### src/rtl/rgb_fx_pkg.sv
// Shared types and constants for the RGB effect sequencer and its neighbours.
package rgb_fx_pkg;

  // Default field widths of a program entry
  localparam int FX_MODE_W  = 4;
  localparam int FX_FRAME_W = 8;

  // Sequencer state encoding
  typedef enum logic [1:0] {
    ST_IDLE = 2'd0,
    ST_ARM  = 2'd1,
    ST_RUN  = 2'd2
  } fx_state_t;

  // Effect mode codes understood by the RGB colour-effect stage
  localparam logic [FX_MODE_W-1:0] FX_NORMAL   = 4'd0;
  localparam logic [FX_MODE_W-1:0] FX_INVERT   = 4'd1;
  localparam logic [FX_MODE_W-1:0] FX_SWAP     = 4'd2;
  localparam logic [FX_MODE_W-1:0] FX_SWAP_INV = 4'd3;
  localparam logic [FX_MODE_W-1:0] FX_MASH1    = 4'd4;
  localparam logic [FX_MODE_W-1:0] FX_MASH2    = 4'd5;
  localparam logic [FX_MODE_W-1:0] FX_POST50   = 4'd7;
  localparam logic [FX_MODE_W-1:0] FX_POST70   = 4'd8;
  localparam logic [FX_MODE_W-1:0] FX_KEY_R    = 4'd9;
  localparam logic [FX_MODE_W-1:0] FX_KEY_G    = 4'd10;

  // One program entry at the default widths
  typedef struct packed {
    logic [FX_MODE_W-1:0]  mode;
    logic [FX_FRAME_W-1:0] frames;
  } fx_entry_t;

endpackage

### src/rtl/vsync_edge_det.sv
// Registered rising-edge detector for a pixel-clock-synchronous vsync level.
// The pulse appears one clock after the rising edge and lasts one clock,
// however long vsync stays high.
module vsync_edge_det (
  input  logic i_pxclk,
  input  logic i_rst,
  input  logic i_vsync,
  output logic o_tick
);

  logic r_vsync_d;
  logic r_tick;

  // Delay vsync by one clock and register the rising-edge pulse
  always_ff @(posedge i_pxclk or posedge i_rst) begin
    if (i_rst) begin
      r_vsync_d <= 1'b0;
      r_tick    <= 1'b0;
    end else begin
      r_vsync_d <= i_vsync;
      r_tick    <= i_vsync & ~r_vsync_d;
    end
  end

  assign o_tick = r_tick;

endmodule

### src/rtl/rgb_fx_sequencer.sv
// Frame-locked sequencer that walks a small writable program of
// (mode, frames) entries and drives the effect-stage mode code. Every mode
// change, programmed or manual, lands on the clock after a frame tick.
module rgb_fx_sequencer
  import rgb_fx_pkg::*;
#(
  parameter int STEPS   = 8,
  parameter int FRAME_W = FX_FRAME_W,
  parameter int MODE_W  = FX_MODE_W,
  localparam int AW     = $clog2(STEPS)
) (
  input  logic               i_pxclk,
  input  logic               i_rst,
  input  logic               i_vsync,
  input  logic               i_enable,
  input  logic               i_manual_sel,
  input  logic [MODE_W-1:0]  i_manual_mode,
  input  logic               i_prog_we,
  input  logic [AW-1:0]      i_prog_addr,
  input  logic [MODE_W-1:0]  i_prog_mode,
  input  logic [FRAME_W-1:0] i_prog_frames,
  input  logic [AW-1:0]      i_prog_last,
  output logic [MODE_W-1:0]  o_mode,
  output logic [AW-1:0]      o_step,
  output logic               o_frame_tick,
  output logic               o_running
);

  // A stored duration of zero still runs for one frame
  function automatic logic [FRAME_W-1:0] exec_len(input logic [FRAME_W-1:0] f);
    logic [FRAME_W-1:0] len;
    if (f == {FRAME_W{1'b0}}) begin
      len = FRAME_W'(1);
    end else begin
      len = f;
    end
    return len;
  endfunction

  logic               w_tick;

  logic [MODE_W-1:0]  r_prog_mode   [STEPS];
  logic [FRAME_W-1:0] r_prog_frames [STEPS];

  fx_state_t          r_state;
  logic [AW-1:0]      r_step;
  logic [FRAME_W-1:0] r_cnt;
  logic [MODE_W-1:0]  r_mode;
  logic [MODE_W-1:0]  r_cur_mode;   // mode of the loaded entry, kept while manual overrides it
  logic               r_running;

  fx_state_t          w_state_nxt;
  logic [AW-1:0]      w_step_nxt;
  logic [FRAME_W-1:0] w_cnt_nxt;
  logic [MODE_W-1:0]  w_mode_nxt;
  logic [MODE_W-1:0]  w_cur_mode_nxt;
  logic               w_running_nxt;

  logic [AW-1:0]      w_next_idx;
  logic [MODE_W-1:0]  w_next_mode;
  logic [FRAME_W-1:0] w_next_len;
  logic [MODE_W-1:0]  w_first_mode;
  logic [FRAME_W-1:0] w_first_len;

  vsync_edge_det u_edge (
    .i_pxclk (i_pxclk),
    .i_rst   (i_rst),
    .i_vsync (i_vsync),
    .o_tick  (w_tick)
  );

  // Program storage: reset to {mode 0, 1 frame}, written one entry per clock.
  // Reads are combinational from the flops, so a load on the same clock as a
  // write to that entry sees the old contents.
  always_ff @(posedge i_pxclk or posedge i_rst) begin
    if (i_rst) begin
      for (int i = 0; i < STEPS; i++) begin
        r_prog_mode[i]   <= {MODE_W{1'b0}};
        r_prog_frames[i] <= FRAME_W'(1);
      end
    end else if (i_prog_we) begin
      r_prog_mode[i_prog_addr]   <= i_prog_mode;
      r_prog_frames[i_prog_addr] <= i_prog_frames;
    end else begin
      r_prog_mode   <= r_prog_mode;
      r_prog_frames <= r_prog_frames;
    end
  end

  // Next entry index and the contents of both candidate entries for loading
  always_comb begin
    w_next_idx = AW'(0);
    if (r_step >= i_prog_last) begin
      w_next_idx = AW'(0);
    end else begin
      w_next_idx = r_step + AW'(1);
    end
    w_next_mode  = r_prog_mode[w_next_idx];
    w_next_len   = exec_len(r_prog_frames[w_next_idx]);
    w_first_mode = r_prog_mode[AW'(0)];
    w_first_len  = exec_len(r_prog_frames[AW'(0)]);
  end

  // Sequencer next-state logic; dropping enable wins over a tick on the same clock
  always_comb begin
    w_state_nxt    = r_state;
    w_step_nxt     = r_step;
    w_cnt_nxt      = r_cnt;
    w_mode_nxt     = r_mode;
    w_cur_mode_nxt = r_cur_mode;
    w_running_nxt  = r_running;

    if (!i_enable) begin
      w_state_nxt   = ST_IDLE;
      w_step_nxt    = AW'(0);
      w_cnt_nxt     = {FRAME_W{1'b0}};
      w_running_nxt = 1'b0;
    end else begin
      case (r_state)
        ST_IDLE: begin
          w_state_nxt   = ST_ARM;
          w_step_nxt    = AW'(0);
          w_cnt_nxt     = {FRAME_W{1'b0}};
          w_running_nxt = 1'b0;
          if (w_tick && i_manual_sel) begin
            w_mode_nxt = i_manual_mode;
          end else begin
            w_mode_nxt = r_mode;
          end
        end
        ST_ARM: begin
          if (w_tick) begin
            w_state_nxt    = ST_RUN;
            w_step_nxt     = AW'(0);
            w_cnt_nxt      = w_first_len;
            w_cur_mode_nxt = w_first_mode;
            w_running_nxt  = 1'b1;
            if (i_manual_sel) begin
              w_mode_nxt = i_manual_mode;
            end else begin
              w_mode_nxt = w_first_mode;
            end
          end else begin
            w_state_nxt = ST_ARM;
          end
        end
        ST_RUN: begin
          if (w_tick) begin
            if (r_cnt > FRAME_W'(1)) begin
              w_cnt_nxt = r_cnt - FRAME_W'(1);
            end else begin
              w_step_nxt     = w_next_idx;
              w_cnt_nxt      = w_next_len;
              w_cur_mode_nxt = w_next_mode;
            end
            if (i_manual_sel) begin
              w_mode_nxt = i_manual_mode;
            end else begin
              w_mode_nxt = w_cur_mode_nxt;
            end
          end else begin
            w_state_nxt = ST_RUN;
          end
        end
        default: begin
          w_state_nxt   = ST_IDLE;
          w_step_nxt    = AW'(0);
          w_cnt_nxt     = {FRAME_W{1'b0}};
          w_running_nxt = 1'b0;
        end
      endcase
    end
  end

  // Sequencer state and output registers
  always_ff @(posedge i_pxclk or posedge i_rst) begin
    if (i_rst) begin
      r_state    <= ST_IDLE;
      r_step     <= AW'(0);
      r_cnt      <= {FRAME_W{1'b0}};
      r_mode     <= {MODE_W{1'b0}};
      r_cur_mode <= {MODE_W{1'b0}};
      r_running  <= 1'b0;
    end else begin
      r_state    <= w_state_nxt;
      r_step     <= w_step_nxt;
      r_cnt      <= w_cnt_nxt;
      r_mode     <= w_mode_nxt;
      r_cur_mode <= w_cur_mode_nxt;
      r_running  <= w_running_nxt;
    end
  end

  assign o_mode       = r_mode;
  assign o_step       = r_step;
  assign o_frame_tick = w_tick;
  assign o_running    = r_running;

endmodule

### config.mk
export PLATFORM = sky130hd
export DESIGN_NAME = rgb_fx_sequencer
export DESIGN_NICKNAME = d
export VERILOG_FILES = /design/src/rtl/rgb_fx_pkg.sv /design/src/rtl/vsync_edge_det.sv /design/src/rtl/rgb_fx_sequencer.sv
export SDC_FILE = /design/constraint.sdc
export NUM_CORES = 1
export LEC_CHECK = 0
export ABC_AREA = 1
export CORE_MARGIN = 3
export CORE_UTILIZATION = 25
export DETAILED_ROUTE_END_ITERATION = 8
export SETUP_SLACK_MARGIN = 0.02
export SLEW_MARGIN = 0
export SYNTH_ARGS = -nofsm -noshare
export SYNTH_HDL_FRONTEND = slang
export SYNTH_SLANG_ARGS = --single-unit
### constraint.sdc
create_clock -name i_pxclk -period 3.5 [get_ports i_pxclk]
set_input_delay 0.525 -clock i_pxclk [delete_from_list [all_inputs] [get_ports i_pxclk]]
set_output_delay 0.525 -clock i_pxclk [all_outputs]
set_load 0.005 [all_outputs]
### Word-level counts from Yosys, hierarchy flattened

Index checks and enable logic that the tools add are counted.

| storage, ports and cells | value |
|---|---|
| register bits | 120 |
| bits of input ports | 28 |
| output and inout port bits | 9 |
| word-level logic and storage cells | 99 |

| operators by class | value |
|---|---|
| add/sub/neg operators | 2 |
| order comparisons | 5 |
| equal/unequal tests | 10 |
| mux-type cells | 42 |
| bitwise operators | 4 |
| reductions and logical operators | 12 |

Operators with widths:

| cell | count |
|---|---|
| 8-bit 2-to-1 mux | 9 |
| 64-bit bitwise mux | 1 |
| 4-bit 2-to-1 mux | 11 |
| 32-bit bitwise mux | 1 |
| 8-bit binary-select mux with 3-bit select | 1 |
| 8-bit demux with 3-bit select | 1 |
| 8-bit zero test | 2 |
| 8-bit case mux with 2 select lines | 1 |
| 3-bit 2-to-1 mux | 5 |
| 4-bit binary-select mux with 3-bit select | 1 |
| 4-bit demux with 3-bit select | 1 |
| 4-bit case mux with 3 select lines | 1 |
| 4-bit greater-or-equal comparator (second input constant) | 2 |
| 8-bit by 1-bit greater-than comparator with 1-bit output (second input constant) | 1 |
| 3-bit NOT with 4-bit output | 2 |
| 4-bit case mux with 2 select lines | 1 |
| 8-bit by 1-bit subtractor with 8-bit output (second input constant) | 1 |
| 2-bit 2-to-1 mux | 3 |
| 3-bit by 2-bit != test with 1-bit output (second input constant) | 2 |
| 3-bit != test (second input constant) | 2 |
| 2-bit case mux with 3 select lines | 1 |
| 3-bit case mux with 2 select lines | 1 |
| 5-bit AND reduction | 1 |
| 4-bit by 1-bit less-than comparator with 1-bit output (second input constant) | 1 |
| other kinds (17) | 22 |

### Logic depth before layout (Yosys ltp)

Gate-level depths: netlist of run 1.

| depth | value |
|---|---|
| word-level depth | 12 |
| depth in mapped cells | 20 |
| gate-level depth less buffers | 19 |

### Cells and area by module

From an unflattened synthesis of run 1, not the netlist that was laid out.

| second synthesis, totals | value |
|---|---|
| cells, all modules | 829 |
| area, all modules | 6268.5 um^2 |

By module, submodules not included:

| module | times used | cells an instance | area an instance (um^2) | seq. area each (um^2) |
|---|---|---|---|---|
| rgb_fx_sequencer | 1 | 824 | 6204.7 | 2962.8 |
| vsync_edge_det | 1 | 5 | 63.8 | 50.0 |

### Worst setup path before layout of run 1

No wires, ideal clock.

| path | value |
|---|---|
| path type | flip-flop to flip-flop |
| from | register r_step[0] (netlist: o_step[0]) |
| to | register r_cnt[0] |
| arrival time | 2.256 ns |
| required time | 3.383 ns |
| path slack | 1.127 ns |
| stages on the path, launching flop included | 21 |
| path buffers | 2 |
| period minus slack after synthesis | 2.373 ns |
| cell sequence | dfrtp_1 > inv_2 > buf_2 > ha_1 > inv_1 > nand2_1 > nand2_2 > nand2_4 > a21oi_4 > inv_1 > buf_6 > nand3_1 > nand2_1 > nand2_1 > nor2_1 > nand2_1 > nand2_1 > nand2_1 > nand2_1 > nand2_1 > nand2_1 |

| on the way | value |
|---|---|
| word-level cells in the longest chain between the ends | 12 |
| elaborated cells on any way between the ends | 13 |

Ends and longest elaborated chain:

| what | RTL line | text |
|---|---|---|
| start: declaration | rgb_fx_sequencer.sv:46 | `logic [AW-1:0] r_step;` |
| start signal: assignment | rgb_fx_sequencer.sv:186 | `r_step <= w_step_nxt;` |
| 3-bit by 1-bit adder with 3-bit output or 3-bit greater-or-equal comparator (tied branches) | rgb_fx_sequencer.sv:96, rgb_fx_sequencer.sv:93 |  |
| 3-bit 2-to-1 mux (*) | rgb_fx_sequencer.sv:93 | `if (r_step >= i_prog_last) begin` |
| 3-bit NOT with 4-bit output (implied by the code) (*) | rgb_fx_sequencer.sv:99 | `w_next_len = exec_len(r_prog_frames[w_next_idx]);` |
| 8-bit binary-select mux with 3-bit select (*) | rgb_fx_sequencer.sv:99 |  |
| 8-bit 2-to-1 mux (implied by the code) (*) (2 in a row) | rgb_fx_sequencer.sv:99 |  |
| 8-bit zero test | rgb_fx_sequencer.sv:32 | `if (f == {FRAME_W{1'b0}}) begin` |
| 8-bit 2-to-1 mux (*) | rgb_fx_sequencer.sv:32 |  |
| 8-bit 2-to-1 mux (*) | rgb_fx_sequencer.sv:149 | `if (r_cnt > FRAME_W'(1)) begin` |
| 8-bit 2-to-1 mux (*) | rgb_fx_sequencer.sv:148 | `if (w_tick) begin` |
| 8-bit case mux with 2 select lines (*) | rgb_fx_sequencer.sv:119 | `case (r_state)` |
| 8-bit 2-to-1 mux (*) | rgb_fx_sequencer.sv:113 | `if (!i_enable) begin` |
| end signal: assignment | rgb_fx_sequencer.sv:180 | `r_cnt <= {FRAME_W{1'b0}};` |
| end signal: assignment | rgb_fx_sequencer.sv:187 | `r_cnt <= w_cnt_nxt;` |
| end: declaration | rgb_fx_sequencer.sv:47 | `logic [FRAME_W-1:0] r_cnt;` |

Mark *: on every way between the ends. The rest lies on a longest branch, timed or not. The select of a mux whose other input is x is not followed.
A chain may end at the register's enable or synchronous reset.

### Final worst setup path of run 1

Same ends and word-level chain as after synthesis.

==> impl_metrics.py, run 1 <==
metrics = {
    "power_and_ir_drop": {
        "p_clk_frac": 0.422,
        "p_sw_frac": 0.289,
        "p_int_mw": 3.21,
        "comb_power_share": 0.178,
        "p_per_area_nw_per_um2": 590,
        "vdd_ir_drop_max_mv": 0.311,
        "power_frac_seq": 0.400,
        "p_sw_mw": 1.30,
        "power.leakage_nw": 3.68,
    },
    "worst_setup_path": {
        "critPathBufInv": 2,
        "cp.arrival_ns": 3.11,
        "crit_type": "register to register",
        "slowest_stage": "dfrtp_1",
        "worstPathRequired_ns": 3.85,
        "worstPathMaxFanout": 19,
        "path_cells": "inv_2 -> ha_1 -> inv_1 -> nand2_1 -> nand2_2 -> nand2_4 -> nor2_4 -> nand2_1 -> nand2_1 -> nand3_1 -> nand2_1 -> nand2_1 -> nor2_1 -> nand2_1 -> nand2_1 -> nand2_1 -> nand2_1 -> nand2_1 -> nand2_1",
        "max_stage_delay_ns": 0.66,
        "r2r_slack_ns": 0.74,
        "critical_path.top_delay_family": "simple AND/OR/NAND/NOR gates",
        "crit_path_start_kind": "register",
        "worst_path_most_repeated_cell": "nand2_1",
        "endpoint_kind": "register",
    },
    "synth": {
        "yosys-top-cells-area": "dfrtp_1 (45%), nand2_1 (15%), o21ai_0 (9.4%), nand3_1 (5.5%), inv_1 (5.4%)",
        "yosys.area.top_type": "dfrtp_1",
        "syn_inst": 831,
        "yosysSeqAreaShare": 0.480,
        "yosys_warnings": 0,
        "syn_area_um2": 6280,
        "ys_types": 32,
        "synth_top_area_share": 0.446,
        "syn-num-nets": 869,
        "avgSynthCellArea_um2": 7.56,
        "yosys_register_bits": 120,
    },
    "cells_and_area": {
        "layout_commonest_cell": "nand2_1",
        "fin_cells": 1200,
        "n_fill_cell": 2636,
        "fin_nets": 901,
        "drive_gt1_frac": 0.0776,
        "syn2layout_area_growth_pct": 21.7,
        "most-common-layout-cells": "nand2_1 (249), o21ai_0 (118), dfrtp_1 (112), inv_1 (89), nand3_1 (69)",
        "antenna_cells": 0,
        "design_area_um2": 7640,
    },
    "clock_tree": {
        "htreeDepth": 4,
        "clkTransAtPathRegs_ns": 0.06,
        "cts_buffer_depth": 2,
        "cts_buffers": 17,
        "cts_setup_buffers": 0,
        "cts_hold_buf": 0,
        "cts_root_buf": "clkbuf_16",
        "cts_tree": "yes",
        "clk_latency_ns": 0.42,
        "clkSinkCount": 120,
        "cts_resized": 0,
    },
    "global_route": {
        "grt_pass1_wl_mm": 28.1,
        "grt-ovfl-total": 0,
        "grt_pass1_vias": 5241,
        "antenna_found_initial": 0,
        "grt_start_max_net_pins": 48,
        "grt_usage": 0.132,
    },
    "place": {
        "post-place-ws_ns": 0.383,
        "placedCellCount": 1168,
        "io_buffers": 36,
        "gp_congestion": 0.858,
        "dp_hpwl_mm": 11.6,
        "place_area_um2": 7000,
    },
    "die": {
        "coreArea_um2": 24500,
        "chipWidth_um": 164,
        "row_count": 57,
        "start_util": 0.256,
        "num_io_pins": 37,
        "dieArea_um2": 27100,
        "die_height_um": 164,
    },
    "drt": {
        "firstDrtPassIters": 5,
        "drt.antenna.violating_nets": 0,
        "routed_wl_mm": 17.0,
        "num_vias": 5497,
        "wire_per_inst_um": 14.2,
        "drc": 0,
        "drt_iter0_markers": 532,
        "viasPerCell": 4.58,
    },
    "sta": {
        "min_period_ns": 2.76,
        "clock.fmax_mhz": 363,
        "relSlewSlack": 0.387,
        "setup_violations": 0,
        "finalClockSkew_ns": 0.00548,
        "fin_setup_tns_ns": 0,
        "rsz0062_at_grt": "false",
        "fin_hold_ws_ns": 0.393,
        "fin_crit_sh": 0.788,
        "setup_slack_ns": 0.744,
        "maxSlewViolCount": 0,
        "tightestPinTransition_ns": 0.918,
        "final-hold-violation-count": 0,
    },
    "flow_run": {
        "drv_cap": 0,
    },
    "hold_path": {
        "hp-class": "register to register",
    },
    "outcome": {
        "status": "complete, no violations",
    },
}
[flip-flops by register name (all words and copies together), names as in the netlist]
| name | cells |
|---|---|
| r_prog_frames | 64 |
| r_cnt | 8 |
| u_edge.o_tick | 1 |
| o_running | 1 |
| o_step | 3 |
| r_prog_mode | 28 |
| u_edge.r_vsync_d | 1 |
| r_cur_mode | 4 |
| w_first_mode | 4 |
| r_state | 2 |
| o_mode | 4 |
[area by class of cell]
type,instances,area (um^2),share of cell area
Inverter,94,357,0.0467
Sequential cell,120,3010,0.394
Multi-Input combinational cell,580,2720,0.356
Tap cell,324,405,0.0530
Clock buffer,19,453,0.0593
Clock inverter,13,193,0.0252
Timing Repair Buffer,50,503,0.0658
[through the flow]
step	util	power [mW]
final	0.312	4.51
after global routing	0.312	4.77
after CTS	0.312	4.55
after detailed placement	0.285	2.62
after global placement	0.285	2.61
after floorplan	-	2.34
[per-layer routing]
layer | GRT usage | routed length [um]
met1 | 0.181 | 8040
met2 | 0.208 | 7840
met3 | 0.0321 | 967
met4 | 0.0393 | 163
met5 | 0 | 0
[cell usage after synthesis (all sizes together)]
master / number
ha: 10
nor4: 1
nor2: 60
nand4: 15
or2: 2
dfrtp: 112
o22ai: 6
o311ai: 1
inv: 91
o211ai: 4
xor2: 1
buf: 18
clkbuf: 19
nor3: 5
nand2: 251
nand3: 71
clkinv: 3
a22o: 1
a21oi: 25
o21ai: 127
dfstp: 8
[path summary, 6_finish.rpt]
kind / startpoint / to / cells past startpoint
setup reg to reg: o_step[0]$_DFFE_PP0P_ / r_cnt[0]$_DFFE_PP0P_ / 19
hold reg to reg: u_edge.r_vsync_d$_DFF_PP0_ / u_edge.o_tick$_DFF_PP0_ / 1
setup / recovery: o_step[0]$_DFFE_PP0P_ / r_cnt[0]$_DFFE_PP0P_ / 19
hold / removal: u_edge.r_vsync_d$_DFF_PP0_ / u_edge.o_tick$_DFF_PP0_ / 1
min in group asynchronous: i_rst / o_step[2]$_DFFE_PP0P_ / 2
max in group asynchronous: i_rst / r_prog_frames[16]$_DFFE_PP1P_ / 3
[cells by family (layout without fill, tap and decap cells)]
group | after synthesis | count (layout) | synth area share
fa+ha+maj | 10 | 10 | 0.0199
flops | 120 | 120 | 0.480
xor+xnor | 1 | 1 | 0.00139
buf+inv | 131 | 176 | 0.0879
simple gates | 405 | 405 | 0.273
compound gates | 164 | 164 | 0.138
[power by group through the flow]
stage / Sequential, mW / Clock, mW / Combinational, mW
final: 1.80 / 1.90 / 0.801
after global routing: 1.83 / 2.01 / 0.932
after CTS: 1.80 / 1.94 / 0.807
after detailed placement: 1.82 / 0 / 0.802
after global placement: 1.82 / 0 / 0.791
after floorplan: 1.78 / 0 / 0.555
Note: power is estimated with default switching activity, not from simulation.
==> run 2: changes to the inputs <==
- clock period: 3.5 -> 2.3 ns (I/O delays scaled with it)
==> run 2 against run 1 <==
- total power rose by 52%
- clock power rose by 49%
- count of clock-buffer cells in the layout rose by 1
- cell area rose by 4.6%
- setup slack got worse by 0.62 ns
- via count rose by 0.89%
- sequential share of layout area fell by 1.7 points
- die area did not move
- non-clock buffer count rose by 23
- critical endpoint unchanged
- largest cell class unchanged
==> impl_metrics.py, run 2 (same netlist as run 1, synthesis figures left out) <==
metrics = {
    "outcome": {
        "status": "complete, no violations",
    },
    "worst_setup_path": {
        "worstPathMaxFanout": 6,
        "r2r_slack_ns": 0.12,
        "crit_type": "register to register",
        "endpoint_kind": "register",
        "worstPathRequired_ns": 2.61,
        "crit_path_start_kind": "register",
        "cp.arrival_ns": 2.49,
    },
    "power_and_ir_drop": {
        "comb_power_share": 0.187,
        "power_mw": 6.85,
        "p_clk_frac": 0.413,
        "vdd_ir_drop_max_mv": 0.511,
        "p_int_mw": 4.91,
        "p_sw_frac": 0.283,
        "p_sw_mw": 1.94,
        "power_frac_seq": 0.400,
        "p_per_area_nw_per_um2": 857,
        "power.leakage_nw": 3.86,
    },
    "drt": {
        "num_vias": 5546,
        "viasPerCell": 4.53,
        "drt.antenna.violating_nets": 0,
        "drc": 0,
        "drt_iter0_markers": 610,
        "routed_wl_mm": 16.9,
        "wire_per_inst_um": 13.8,
        "firstDrtPassIters": 5,
    },
    "cells_and_area": {
        "most-common-layout-cells": "nand2_1 (243), o21ai_0 (116), dfrtp_1 (110), inv_1 (86), nand3_1 (60)",
        "top_regs": "r_prog_frames: 64 flops, r_prog_mode: 28 flops, r_cnt: 8 flops",
        "final_core_util": 0.326,
        "fin_cells": 1223,
        "design_area_um2": 8000,
        "antenna_cells": 0,
        "layout_commonest_cell": "nand2_1",
        "syn2layout_area_growth_pct": 27.3,
        "drive_gt1_frac": 0.129,
        "n_fill_cell": 2605,
        "top_register": "r_prog_frames",
        "fin_nets": 924,
        "largest_register_ffs": 64,
    },
    "sta": {
        "relSlewSlack": 0.645,
        "clock.fmax_mhz": 459,
        "setup_slack_ns": 0.120,
        "tightestPinTransition_ns": 0.530,
        "final-hold-violation-count": 0,
        "min_period_ns": 2.18,
        "fin_hold_ws_ns": 0.380,
        "maxSlewViolCount": 0,
        "finalClockSkew_ns": 0.00790,
        "fin_crit_sh": 0.948,
        "fin_setup_tns_ns": 0,
        "setup_violations": 0,
        "rsz0062_at_grt": "true",
    },
    "clock_tree": {
        "htreeDepth": 4,
        "cts_root_buf": "clkbuf_16",
        "clkSinkCount": 120,
        "clk_latency_ns": 0.42,
        "cts_hold_buf": 0,
        "cts_buffers": 17,
        "clkTransAtPathRegs_ns": 0.06,
        "cts_tree": "yes",
        "cts_buffer_depth": 2,
    },
    "place": {
        "io_buffers": 36,
        "place_area_um2": 7160,
        "placedCellCount": 1184,
        "post-place-ws_ns": -0.510,
        "dp_hpwl_mm": 11.3,
        "gp_congestion": 0.866,
    },
    "global_route": {
        "antenna_found_initial": 0,
        "grt_pass1_wl_mm": 28.3,
        "grt_pass1_vias": 5376,
        "grt_usage": 0.132,
        "grt-ovfl-total": 0,
        "grt_start_max_net_pins": 84,
    },
    "die": {
        "row_count": 57,
        "die_height_um": 164,
        "chipWidth_um": 164,
        "start_util": 0.256,
        "coreArea_um2": 24500,
        "num_io_pins": 37,
        "dieArea_um2": 27100,
    },
    "flow_run": {
        "drv_cap": 0,
    },
    "hold_path": {
        "hp-class": "register to register",
    },
}
==> run 2: critical path: stages, from the launching register on <==
cell and delay, ns:
dfrtp_2 0.44, ha_4 0.27, nand2_1 0.05, inv_2 0.06, nand2_4 0.09, nand2_4 0.10
nor2_4 0.04, buf_6 0.13, buf_12 0.13, buf_8 0.13, buf_4 0.13, nand2_1 0.05
nand3_1 0.08, a21oi_2 0.14, nand2_1 0.06, nand2_1 0.05, nand2_1 0.04, nand2_1 0.05
nand2_1 0.04
==> run 2: worst paths after layout <==
path,to,startpoint,depth (start not counted)
setup / recovery,r_cnt[0]$_DFFE_PP0P_,o_step[1]$_DFFE_PP0P_,18
hold / removal,u_edge.o_tick$_DFF_PP0_,u_edge.r_vsync_d$_DFF_PP0_,1
setup reg to reg,r_cnt[0]$_DFFE_PP0P_,o_step[1]$_DFFE_PP0P_,18
hold reg to reg,u_edge.o_tick$_DFF_PP0_,u_edge.r_vsync_d$_DFF_PP0_,1
max in group asynchronous,o_step[1]$_DFFE_PP0P_,i_rst,3
min in group asynchronous,r_cnt[7]$_DFFE_PP0P_,i_rst,3
==> run 2: routing by layer <==
layer	up-vias	GRT usage	wire, um
met5	-	0	0
met4	0	0.0469	218
met3	16	0.0336	791
met2	116	0.203	7690
met1	2617	0.181	8240
li1	2797	-	-
==> run 2: layout make-up <==
class	instances	area, um^2	share of cell area
flip-flops and latches	120	3020	0.377
repair buffers	73	749	0.0937
well taps	324	405	0.0507
clock buffers	20	457	0.0571
multi-input cells	580	2830	0.354
clock inverters	12	173	0.0216
inverters	94	364	0.0455
==> run 2: timing repair <==
item | CTS | global route
resized for setup | 3 | 39
setup buffers | 4 | 3
hold endpoints to repair | 0 | 0
setup endpoints to repair | 6 | 12
pin swaps | 2 | 7
==> run 2: power groups by stage <==
stage               clock (mW)  combinational (mW)  sequential, mW
finish                    2.83                1.28            2.74
global route              2.99                1.49            2.78
CTS                       2.89                1.24            2.73
detailed placement           0                1.23            2.76
global placement             0                1.21            2.76
floorplan                    0               0.847            2.71
==> run 3: changes to the inputs <==
- CORE_UTILIZATION: 25 -> 40
==> run 3 against run 2 <==
- first-iteration DRC count shrank 8.9%
- fmax shrank 0.62%
- clock power shrank 4%
- total power shrank 1.7%
- sequential share of layout area grew 1.3 points
- setup slack lost 0.014 ns
- clock skew is essentially flat
- combinational power is essentially flat
- register-to-register slack is essentially flat
- global-route usage grew 7.0 points
- critical path type unchanged
- largest cell class unchanged
==> impl_metrics.py, run 3 (same netlist as run 1, synthesis figures left out) <==
metrics = {
    "drt": {
        "num_vias": 5649,
        "drt_iter0_markers": 556,
        "routed_wl_mm": 16.7,
        "drc": 0,
        "firstDrtPassIters": 6,
        "wire_per_inst_um": 15.0,
        "drt.antenna.violating_nets": 0,
        "viasPerCell": 5.09,
    },
    "worst_setup_path": {
        "path_cells": "inv_2 -> ha_1 -> inv_1 -> nand2_1 -> nand2_4 -> nand2_4 -> a21oi_4 -> inv_1 -> nand3_1 -> nand2_1 -> nand2_1 -> o311ai_0 -> o21ai_0 -> nand2_1 -> o21ai_0",
        "endpoint_kind": "register",
        "worst_path_most_repeated_cell": "nand2_1",
        "crit_path_start_kind": "register",
        "cp.arrival_ns": 2.49,
        "max_stage_delay_ns": 0.40,
        "worstPathMaxFanout": 11,
        "crit_type": "register to register",
        "slowest_stage": "dfrtp_2",
        "worstPathRequired_ns": 2.59,
    },
    "clock_tree": {
        "cts_root_buf": "clkbuf_16",
        "cts_buffer_depth": 2,
        "cts_tree": "yes",
        "cts_buffers": 17,
        "clk_latency_ns": 0.41,
        "htreeDepth": 4,
        "clkTransAtPathRegs_ns": 0.05,
        "clkSinkCount": 120,
    },
    "sta": {
        "maxSlewViolCount": 0,
        "relSlewSlack": 0.710,
        "fin_setup_tns_ns": 0,
        "min_period_ns": 2.19,
        "final-hold-violation-count": 0,
        "tightestPinTransition_ns": 0.435,
        "fin_crit_sh": 0.954,
        "setup_slack_ns": 0.106,
        "setup_violations": 0,
        "rsz0062_at_grt": "true",
        "finalClockSkew_ns": 0.00748,
        "clock.fmax_mhz": 456,
    },
    "outcome": {
        "status": "complete, no violations",
    },
    "global_route": {
        "gr-usage-met3": 0.0398,
        "antenna_found_initial": 0,
        "met2_usage": 0.291,
        "met1_usage": 0.298,
        "grt_pass1_vias": 5418,
        "grt_start_max_net_pins": 63,
        "grt-ovfl-total": 0,
        "grt_pass1_wl_mm": 28.3,
        "grt_usage": 0.202,
        "busiest_layer": "met1",
    },
    "cells_and_area": {
        "drive_gt1_frac": 0.110,
        "fin_nets": 923,
        "top_regs": "r_prog_frames: 64 flops, r_prog_mode: 28 flops, r_cnt: 8 flops",
        "largest_register_ffs": 64,
        "layout_commonest_cell": "nand2_1",
        "antenna_cells": 0,
        "most-common-layout-cells": "nand2_1 (242), o21ai_0 (116), dfrtp_1 (111), inv_1 (89), nand3_1 (68)",
        "top_register": "r_prog_frames",
        "syn2layout_area_growth_pct": 23.0,
        "fin_cells": 1109,
    },
    "place": {
        "post-place-ws_ns": -0.469,
        "gp_congestion": 0.828,
        "io_buffers": 36,
        "dp_hpwl_mm": 11.2,
        "placedCellCount": 1074,
    },
    "die": {
        "chipWidth_um": 131,
        "coreArea_um2": 15300,
        "row_count": 45,
        "die_height_um": 131,
        "dieArea_um2": 17200,
        "num_io_pins": 37,
        "start_util": 0.412,
    },
    "hold_path": {
        "hp-class": "input port to async pin",
    },
    "flow_run": {
        "drv_cap": 0,
    },
    "power_and_ir_drop": {
        "vdd_ir_drop_max_mv": 0.548,
        "power.leakage_nw": 3.81,
        "p_per_area_nw_per_um2": 872,
        "power_mw": 6.73,
    },
}
==> run 3: changes by cell type in the layout (fill, tap and decap cells not counted), moves of 3 or more <==
cell / change
buf_4: +3
clkbuf_1: +3
clkinvlp_4: -3
inv_1: +3
nand3_1: +8
nand3_2: -8
==> run 3: repair_timing <==
action | CTS | global route
hold buffers | 0 | 0
pin swaps | 1 | 4
buffers inserted | 1 | 2
endpoints found under the hold margin | 0 | 0
gates resized for setup | 0 | 19
setup endpoints to repair | 3 | 15
==> run 3: per-layer routing <==
layer / up-vias / wire [um]
li1: 2798 / -
met1: 2644 / 8290
met3: 28 / 961
met5: - / 0
met4: 0 / 371
met2: 179 / 7060
==> run 3: critical path: cells and delay by family, from the launching register on <==
family                     cells  cell delay [ns]
AOI/OAI and AO/OA              4             0.33
adders and majority gates      1             0.26
buffers and inverters          3             0.38
DFF                            1             0.40
and+or+nand+nor                7             0.68
==> run 3: layout make-up <==
cell class / instances / area, um^2
flip-flops and latches: 120 / 3010
inverters: 94 / 357
multi-input cells: 580 / 2770
repair buffers: 72 / 712
well taps: 211 / 264
clock buffers: 25 / 495
fillers: 1464 / 7530
clock inverters: 7 / 116
==> run 3: power breakdown <==
part           switching [mW]  total, mW  internal [mW]
logic                   0.750       1.27          0.518
registers               0.212       2.73           2.52
clock network           0.916       2.73           1.82
total                    1.88       6.73           4.86
==> run 3: metrics by stage <==
stage               hold WS (ns)  area, um^2  utilization
floorplan                  0.376        6290            -
global placement           0.380        7020        0.460
finish                     0.389        7730        0.506
CTS                        0.381        7650        0.501
detailed placement         0.383        7020        0.460
global route               0.399        7730        0.506
==> run 3: path summary, 6_finish.rpt <==
path                                       startpoint                       endpoint  slack, ns  depth (start not counted)
min                                             i_rst          o_step[1]$_DFFE_PP0P_       0.39                          3
min reg2reg                u_edge.r_vsync_d$_DFF_PP0_        u_edge.o_tick$_DFF_PP0_       0.39                          1
max reg2reg                     o_step[0]$_DFFE_PP0P_           r_cnt[4]$_DFFE_PP0P_       0.11                         15
max                             o_step[0]$_DFFE_PP0P_           r_cnt[4]$_DFFE_PP0P_       0.11                         15
max in group asynchronous                       i_rst  r_prog_frames[16]$_DFFE_PP1P_       1.58                          3
min in group i_pxclk       u_edge.r_vsync_d$_DFF_PP0_        u_edge.o_tick$_DFF_PP0_       0.39                          1
